File: src/rtl/decode_issue_ctrl_pkg.sv
// Shared definitions for the ID-stage issue/stall controller and its register scoreboard.
package decode_issue_ctrl_pkg;

  typedef enum logic [1:0] {
    ST_RUN   = 2'd0,
    ST_MISS  = 2'd1,
    ST_FLUSH = 2'd2
  } state_t;

  localparam logic [4:0] REG_ZERO = 5'd0;

endpackage

File: src/rtl/decode_issue_ctrl_reg_scoreboard.sv
// 32-entry in-flight register-write scoreboard with one set port, one clear port and three read ports.
module reg_scoreboard
  import decode_issue_ctrl_pkg::*;
(
  input  logic        clk,
  input  logic        rst,
  input  logic        set_en,
  input  logic [4:0]  set_reg,
  input  logic        clr_en,
  input  logic [4:0]  clr_reg,
  input  logic [4:0]  rd_a,
  input  logic [4:0]  rd_b,
  input  logic [4:0]  rd_c,
  output logic [31:0] busy_mask,
  output logic        busy_a,
  output logic        busy_b,
  output logic        busy_c
);

  logic [31:0] r_busy;
  logic [31:0] w_busy_nxt;

  // Set is applied after clear so a same-cycle set on the cleared register survives.
  always_comb begin
    w_busy_nxt = r_busy;
    if (clr_en) w_busy_nxt[clr_reg] = 1'b0;
    if (set_en && (set_reg != REG_ZERO)) w_busy_nxt[set_reg] = 1'b1;
    w_busy_nxt[REG_ZERO] = 1'b0;
  end

  always_ff @(posedge clk or posedge rst) begin
    if (rst) r_busy <= '0;
    else     r_busy <= w_busy_nxt;
  end

  assign busy_mask = r_busy;
  assign busy_a    = r_busy[rd_a];
  assign busy_b    = r_busy[rd_b];
  assign busy_c    = r_busy[rd_c];

endmodule

File: src/rtl/decode_issue_ctrl.sv
// ID-stage issue/stall controller: scoreboard hazards, I-cache miss hold and post-flush bubble window.
module decode_issue_ctrl
  import decode_issue_ctrl_pkg::*;
#(
  parameter int FLUSH_CYCLES = 2,
  parameter int CNT_W        = 16
) (
  input  logic             clk,
  input  logic             rst,
  input  logic             id_valid,
  input  logic             id_hit,
  input  logic [4:0]       id_rs,
  input  logic [4:0]       id_rt,
  input  logic             id_uses_rt,
  input  logic             id_reg_write,
  input  logic [4:0]       id_dest,
  input  logic             wb_valid,
  input  logic [4:0]       wb_reg,
  input  logic             flush_req,
  output logic             issue,
  output logic             if_id_hold,
  output logic [31:0]      busy_mask,
  output logic [CNT_W-1:0] stall_cnt
);

  localparam logic [3:0] FLUSH_LOAD = 4'(FLUSH_CYCLES - 1);

  state_t           r_state, w_state_nxt;
  logic [3:0]       r_flush_cnt, w_flush_cnt_nxt;
  logic [CNT_W-1:0] r_stall_cnt;
  logic             w_busy_rs, w_busy_rt, w_busy_dest;
  logic             w_hazard, w_issue, w_hold;

  reg_scoreboard u_scoreboard (
    .clk       (clk),
    .rst       (rst),
    .set_en    (issue & id_reg_write),
    .set_reg   (id_dest),
    .clr_en    (wb_valid),
    .clr_reg   (wb_reg),
    .rd_a      (id_rs),
    .rd_b      (id_rt),
    .rd_c      (id_dest),
    .busy_mask (busy_mask),
    .busy_a    (w_busy_rs),
    .busy_b    (w_busy_rt),
    .busy_c    (w_busy_dest)
  );

  assign w_hazard = w_busy_rs | (id_uses_rt & w_busy_rt) | (id_reg_write & w_busy_dest);

  always_comb begin
    w_state_nxt     = r_state;
    w_flush_cnt_nxt = r_flush_cnt;
    w_issue         = 1'b0;
    w_hold          = 1'b0;
    if (flush_req) begin
      w_state_nxt     = ST_FLUSH;
      w_flush_cnt_nxt = FLUSH_LOAD;
    end else begin
      case (r_state)
        ST_RUN: begin
          w_issue = id_valid & id_hit & ~w_hazard;
          w_hold  = id_valid & ~w_issue;
          if (id_valid && !id_hit) w_state_nxt = ST_MISS;
        end
        ST_MISS: begin
          w_hold = 1'b1;
          if (id_hit) w_state_nxt = ST_RUN;
        end
        ST_FLUSH: begin
          // Fetch refills during the bubble window, so IF/ID is not held.
          if (r_flush_cnt == 4'd0) w_state_nxt = ST_RUN;
          else                     w_flush_cnt_nxt = r_flush_cnt - 4'd1;
        end
        default: w_state_nxt = ST_RUN;
      endcase
    end
  end

  // Reset gates the combinational outputs so nothing issues while rst is high.
  assign issue      = w_issue & ~rst;
  assign if_id_hold = w_hold & ~rst;

  always_ff @(posedge clk or posedge rst) begin
    if (rst) begin
      r_state     <= ST_RUN;
      r_flush_cnt <= 4'd0;
      r_stall_cnt <= '0;
    end else begin
      r_state     <= w_state_nxt;
      r_flush_cnt <= w_flush_cnt_nxt;
      if (id_valid && !issue && (r_stall_cnt != {CNT_W{1'b1}}))
        r_stall_cnt <= r_stall_cnt + CNT_W'(1);
    end
  end

  assign stall_cnt = r_stall_cnt;

endmodule

File: config.mk
export PLATFORM = sky130hd
export DESIGN_NAME = decode_issue_ctrl
export DESIGN_NICKNAME = d
export VERILOG_FILES = /design/src/rtl/decode_issue_ctrl_pkg.sv /design/src/rtl/decode_issue_ctrl_reg_scoreboard.sv /design/src/rtl/decode_issue_ctrl.sv
export SDC_FILE = /design/constraint.sdc
export NUM_CORES = 1
export LEC_CHECK = 0
export CAP_MARGIN = 15
export CORE_MARGIN = 1.5
export CORE_UTILIZATION = 35
export CTS_CLUSTER_SIZE = 20
export DETAILED_ROUTE_END_ITERATION = 10
export HOLD_SLACK_MARGIN = 0.03
export MAX_ROUTING_LAYER = met4
export PLACE_DENSITY_LB_ADDON = 0.1
export REMOVE_ABC_BUFFERS = 1
export SLEW_MARGIN = 20
export SYNTH_ARGS = -nofsm -noshare
export SYNTH_HDL_FRONTEND = slang
export SYNTH_SLANG_ARGS = --single-unit
File: constraint.sdc
create_clock -name clk -period 4.6 [get_ports clk]
set_input_delay 0.92 -clock clk [delete_from_list [all_inputs] [get_ports clk]]
set_output_delay 0.92 -clock clk [all_outputs]
set_load 0.02 [all_outputs]
==> results of run 1 <==
[kinds of logic (layout without fill, tap and decap cells)]
group                      count (synthesis)  count (layout)  synth area share [%]
DFF                                       53              53                  38.5
other                                      1               1                 0.109
AOI/OAI and AO/OA                        101             101                  20.2
muxes                                     43              43                  15.9
xor gates and xnor gates                  18              18                  4.58
and+or+nand+nor                           87              87                  14.5
adders and majority gates                  3               3                  1.09
buffers and inverters                     34             121                  5.02
[layer usage]
| metal | vias to the layer above | GRT usage [%] | share of wire, % | routed length, um |
|---|---|---|---|---|
| li1 | 1461 | - | - | - |
| met1 | 1514 | 29.3 | 47 | 4990 |
| met2 | 97 | 35.9 | 47 | 5020 |
| met3 | 13 | 3.08 | 4.8 | 516 |
| met4 | 0 | 6.53 | 1.6 | 174 |
| met5 | - | - | 0 | 0 |
[path summary, 6_finish.rpt]
kind                       slack [ps]  depth (start not counted)                                 start                              endpoint
setup reg to reg                 1490                          9  u_scoreboard.busy_mask[17]$_DFF_PP0_  u_scoreboard.busy_mask[21]$_DFF_PP0_
hold reg to reg                   490                          1                r_state[1]$_DFFE_PP0P_                r_state[0]$_DFFE_PP0P_
setup / recovery                  110                         10                              id_rt[0]                            if_id_hold
max in group asynchronous        2840                          3                                   rst              stall_cnt[3]$_DFFE_PP0P_
hold / removal                    490                          1                r_state[1]$_DFFE_PP0P_                r_state[0]$_DFFE_PP0P_
min in group asynchronous         960                          2                                   rst  u_scoreboard.busy_mask[24]$_DFF_PP0_
[area by class of cell]
class	instances	area [um2]	share of cell area (%)
multi-input cells	253	1940	42.8
inverters	10	37.5	0.828
clock buffers	6	72.6	1.60
clock inverters	2	10.0	0.221
repair buffers	103	980	21.6
flip-flops and latches	53	1330	29.2
well taps	133	166	3.67
[registers in the layout, summed over array words and instances (netlist names)]
register,flops
u_scoreboard.busy_mask,31
stall_cnt,16
r_flush_cnt,4
r_state,2
[power by group]
part           internal [mW]  switching [mW]  leakage (nW)
Combinational          0.181           0.211          1.14
Sequential             0.518          0.0592         0.719
Clock                  0.106           0.151        0.0450
Total                  0.806           0.421          1.90
[metrics by stage]
step | setup slack, ps | hold slack [ps] | std cells | util (%) | power [mW]
3_3_place_gp | -119 | 461 | 551 | 46.1 | 0.975
4_1_cts | 115 | 481 | 560 | 47.0 | 1.24
2_1_floorplan | 669 | 433 | 316 | - | 0.791
5_1_grt | 17.9 | 503 | 560 | 47.0 | 1.30
6_report | 107 | 488 | 560 | 47.0 | 1.23
3_5_place_dp | -173 | 468 | 551 | 46.1 | 0.978
[placed cells by master (no fill, tap or decap), drive strengths merged, types with 5 or more instances in the layout]
| cell | count |
|---|---|
| clkdlybuf4s50 | 73 |
| clkbuf | 6 |
| nand2 | 14 |
| nor2 | 10 |
| o21ai | 33 |
| a21oi | 5 |
| mux4 | 9 |
| a211oi | 13 |
| nand4 | 5 |
| nand2b | 6 |
| mux2i | 31 |
| inv | 10 |
| xor2 | 17 |
| nand3 | 17 |
| nand3b | 8 |
| o31ai | 31 |
| buf | 27 |
| nor2b | 5 |
| dfrtp | 53 |
[critical path, delay by kind of cell]
family          cells  cell delay, ps
buf+inv             3             930
mux                 2             660
compound gates      2             630
simple gates        3             440
[repair_timing]
| action | 4_1_cts | 5_1_grt |
|---|---|---|
| endpoints found under the setup margin | 2 | 1 |
| resized for setup | 2 | 2 |
| hold buffers | 0 | 0 |
| setup buffers | 1 | 0 |
| pin swaps | 1 | 0 |
==> results.sh, run 1 <==
export IMPL_cpPeakStageDelay_ps=500
export IMPL_clk_pin_slew_ps=90
export IMPL_drv_cap=0
export IMPL_power_density_mw_per_mm2=271
export IMPL_synth_edf_count=0
export IMPL_clock_fmax_ghz=0.223
export IMPL_avgSynthCellArea_um2=10.1
export IMPL_clock_latency_ps=310
export IMPL_slowest_stage="mux4_2"
export IMPL_async_flop_share_pct=100
export IMPL_vdd_drop_max_v=0.000187
export IMPL_fin_worst_skew_ps=10.1
export IMPL_fill_cells=962
export IMPL_die_w_um=102
export IMPL_dpl_hpwl_um=7980
export IMPL_leakage_nw=1.90
export IMPL_final_cell_area_mm2=0.00453
export IMPL_required_ps=3680
export IMPL_yosys_most_used_dff="dfrtp_1"
export IMPL_gp_congestion=0.941
export IMPL_path_max_fanout=5
export IMPL_grt_ovfl_total=0
export IMPL_initial_core_util_pct=35.7
export IMPL_numCtsBuffers=5
export IMPL_routed_wl_um=10700
export IMPL_cts_root_buf="clkbuf_8"
export IMPL_yosysUniqueCellTypes=49
export IMPL_finalSetupViolCount=0
export IMPL_yosysWarnings=0
export IMPL_clockBufferDepth=2
export IMPL_fin_setup_tns_ps=0
export IMPL_hp_class="reg2reg"
export IMPL_setup_worst_path_end_class="output pin"
export IMPL_postSynthCellCount=340
export IMPL_outcome="finished, final reports clean"
export IMPL_netlist_top_cells_area="dfrtp_1 39%, mux2i_1 9.0%, o31ai_1 6.5%, mux4_2 5.9%, o21ai_0 4.8%"
export IMPL_grt_pass1_vias=3246
export IMPL_grt_pass1_wl_um=17200
export IMPL_post_route_min_period_ps=4490
export IMPL_ys_seq_area_share_pct=38.5
export IMPL_cts_sinks=53
export IMPL_die_area_mm2=0.0104
export IMPL_hold_violations=0
export IMPL_yosys_top_cells_count="53 x dfrtp_1, 33 x o21ai_0, 31 x mux2i_1"
export IMPL_fin_nets=457
export IMPL_cp_arrival_ps=3570
export IMPL_ios=78
export IMPL_start_kind="input port"
export IMPL_cts_tree="yes"
export IMPL_drv_slew=0
export IMPL_path_class="in2out"
export IMPL_drive_above_1_share_pct=12.9
export IMPL_synthesis_area_mm2=0.00344
export IMPL_antenna_diode_count=0
export IMPL_ys_ff_latch=53
export IMPL_postRouteAntennaNets=0
export IMPL_grt_max_degree=33
export IMPL_crit_chain="clkdlybuf4s50_1, buf_4, mux4_2, mux2i_1, nand3_1, and4_1, a2111oi_4, nor2b_1, o21a_1, dlygate4sd2_1"
export IMPL_rsz0062_at_grt="no"
export IMPL_core_area_mm2=0.00964
export IMPL_dieHeight_um=102
export IMPL_grtUsageTotal_pct=22.3
export IMPL_avgViaCountPerCell=5.51
export IMPL_drcViolationCount=0
export IMPL_area_growth_pct=31.8
export IMPL_postPlaceCellArea_mm2=0.00444
export IMPL_slew_headroom_pct=63.1
export IMPL_post_route_period_util_pct=97.7
export IMPL_synth_top_area_share_pct=38.5
export IMPL_wl_per_cell_um=19.1
export IMPL_vias=3085
export IMPL_cts_max_level=2
export IMPL_synth_most_common_cell="dfrtp_1"
export IMPL_drt_initial_drc_count=178
export IMPL_tightest_slew_ps=540
export IMPL_antenna_found_initial=0
export IMPL_drt_first_pass_iters=4
export IMPL_io_buffers=76
export IMPL_fp_row_count=36
export IMPL_synth_top_area_cell="dfrtp_1"
Note: power is estimated with default switching activity, not from simulation.
==> run 2: changes to the inputs <==
CTS_BUF_LIST = sky130_fd_sc_hd__clkbuf_16   (was unset)
TNS_END_PERCENT = 5   (was unset)
==> results.sh, run 2 (same netlist as run 1, synthesis figures left out) <==
export IMPL_pwr_share_clk_pct=27.2
export IMPL_critPathLaunch="id_rt[0]"
export IMPL_clk_pin_slew_ps=70
export IMPL_dp_cells=551
export IMPL_slew_headroom_pct=62.9
export IMPL_wl_per_cell_um=19.1
export IMPL_power_density_mw_per_mm2=290
export IMPL_postPlaceCellArea_mm2=0.00444
export IMPL_vdd_drop_max_v=0.000220
export IMPL_cts_sinks=53
export IMPL_ios=78
export IMPL_swShare_pct=32.6
export IMPL_pwr_share_comb_pct=29.4
export IMPL_drv_cap=0
export IMPL_path_class="in2out"
export IMPL_largest_register_ffs=31
export IMPL_setup_worst_path_end_class="output pin"
export IMPL_final_cell_area_mm2=0.00459
export IMPL_post_route_period_util_pct=97.4
export IMPL_grt_max_degree=33
export IMPL_leakage_nw=1.93
export IMPL_postRouteAntennaNets=0
export IMPL_die_w_um=102
export IMPL_vias=3085
export IMPL_grt_pass1_wl_um=17100
export IMPL_core_area_mm2=0.00964
export IMPL_fin_nets=457
export IMPL_die_area_mm2=0.0104
export IMPL_drv_slew=0
export IMPL_drt_first_pass_iters=4
export IMPL_grtUsageTotal_pct=22.2
export IMPL_slowest_stage="mux4_2"
export IMPL_required_ps=3680
export IMPL_hold_violations=0
export IMPL_fin_cells=560
export IMPL_grt_pass1_vias=3236
export IMPL_crit_chain="clkdlybuf4s50_1, buf_4, mux4_2, mux2i_1, nand3_1, and4_1, a2111oi_4, nor2b_1, o21a_1, dlygate4sd2_1"
export IMPL_path_max_fanout=5
export IMPL_fp_row_count=36
export IMPL_drive_above_1_share_pct=12.9
export IMPL_drcViolationCount=0
export IMPL_start_kind="input port"
export IMPL_cts_root_buf="clkbuf_16"
export IMPL_r2r_start="u_scoreboard.busy_mask[17]$_DFF_PP0_"
export IMPL_tightest_slew_ps=542
export IMPL_post_route_min_period_ps=4480
export IMPL_hp_start="r_state[1]$_DFFE_PP0P_"
export IMPL_hp_class="reg2reg"
export IMPL_clockBufferDepth=2
export IMPL_p_int_mw=0.898
export IMPL_final_common_cell="clkdlybuf4s50_1"
export IMPL_cpPeakStageDelay_ps=490
export IMPL_avgViaCountPerCell=5.51
export IMPL_area_growth_pct=33.4
export IMPL_cts_tree="yes"
export IMPL_dpl_hpwl_um=7980
export IMPL_routed_wl_um=10700
export IMPL_io_buffers=76
export IMPL_antenna_found_initial=0
export IMPL_finalSetupViolCount=0
export IMPL_cts_max_level=2
export IMPL_final_cell_mix="73 x clkdlybuf4s50_1, 53 x dfrtp_1, 33 x o21ai_0"
export IMPL_switchingPower_mw=0.434
export IMPL_hold_ws_ps=484
export IMPL_antenna_diode_count=0
export IMPL_seqPwrFrac_pct=43.4
export IMPL_drt_initial_drc_count=169
export IMPL_grt_ovfl_total=0
export IMPL_clock_fmax_ghz=0.223
export IMPL_clock_latency_ps=290
export IMPL_outcome="finished, final reports clean"
export IMPL_fin_worst_skew_ps=5.50
export IMPL_cp_arrival_ps=3560
export IMPL_initial_core_util_pct=35.7
export IMPL_rsz0062_at_grt="no"
export IMPL_dieHeight_um=102
export IMPL_numCtsBuffers=5
export IMPL_gp_congestion=0.941
## run 2: final cells by class
type | count | area (um2)
fillers | 950 | 5050
multi-input cells | 253 | 1940
flip-flops and latches | 53 | 1330
repair buffers | 103 | 980
well taps | 133 | 166
clock buffers | 5 | 125
inverters | 10 | 37.5
clock inverters | 3 | 13.8
## run 2: worst paths after layout
kind                       slack, ps  cells past startpoint                                   end
min in group asynchronous        990                      2                r_state[1]$_DFFE_PP0P_
hold reg to reg                  480                      1                r_state[0]$_DFFE_PP0P_
hold / removal                   480                      1                r_state[0]$_DFFE_PP0P_
setup / recovery                 120                     10                            if_id_hold
max in group asynchronous       2820                      3              stall_cnt[3]$_DFFE_PP0P_
setup reg to reg                1500                      9  u_scoreboard.busy_mask[20]$_DFF_PP0_
## run 2: through the flow
step	power (mW)	setup slack (ps)	setup TNS [ps]	util, %
global placement	0.975	-119	-235	46.1
global route	1.40	17.9	0	47.6
CTS	1.34	115	0	47.6
floorplan	0.791	669	0	-
detailed placement	0.978	-173	-300	46.1
finish	1.33	118	0	47.6
## run 2: power groups by stage
stage / Sequential, mW / Clock, mW / Combinational, mW
detailed placement: 0.586 / 0 / 0.392
CTS: 0.579 / 0.369 / 0.395
finish: 0.578 / 0.362 / 0.392
floorplan: 0.613 / 0 / 0.178
global placement: 0.587 / 0 / 0.388
global route: 0.587 / 0.384 / 0.433
## run 2: repair_timing
item / in CTS / in global routing
resized for setup: 2 / 2
hold buffers: 0 / 0
endpoints found under the setup margin: 2 / 1
pin swaps: 1 / 0
setup buffers: 1 / 0
## run 2: worst max-delay path: cells and delay by family
| family | cells | cell delay, ps |
|---|---|---|
| AO/OA/AOI/OAI | 2 | 630 |
| AND/OR/NAND/NOR | 3 | 440 |
| buffers and inverters | 3 | 930 |
| multiplexers | 2 | 650 |
## run 2: per-layer routing
metal | global-route usage (%) | share of wire [%] | up-vias
met4 | 6.53 | 1.5 | 0
li1 | - | - | 1459
met3 | 2.87 | 4.9 | 10
met2 | 35.7 | 47 | 100
met5 | - | 0 | -
met1 | 29.3 | 46 | 1516
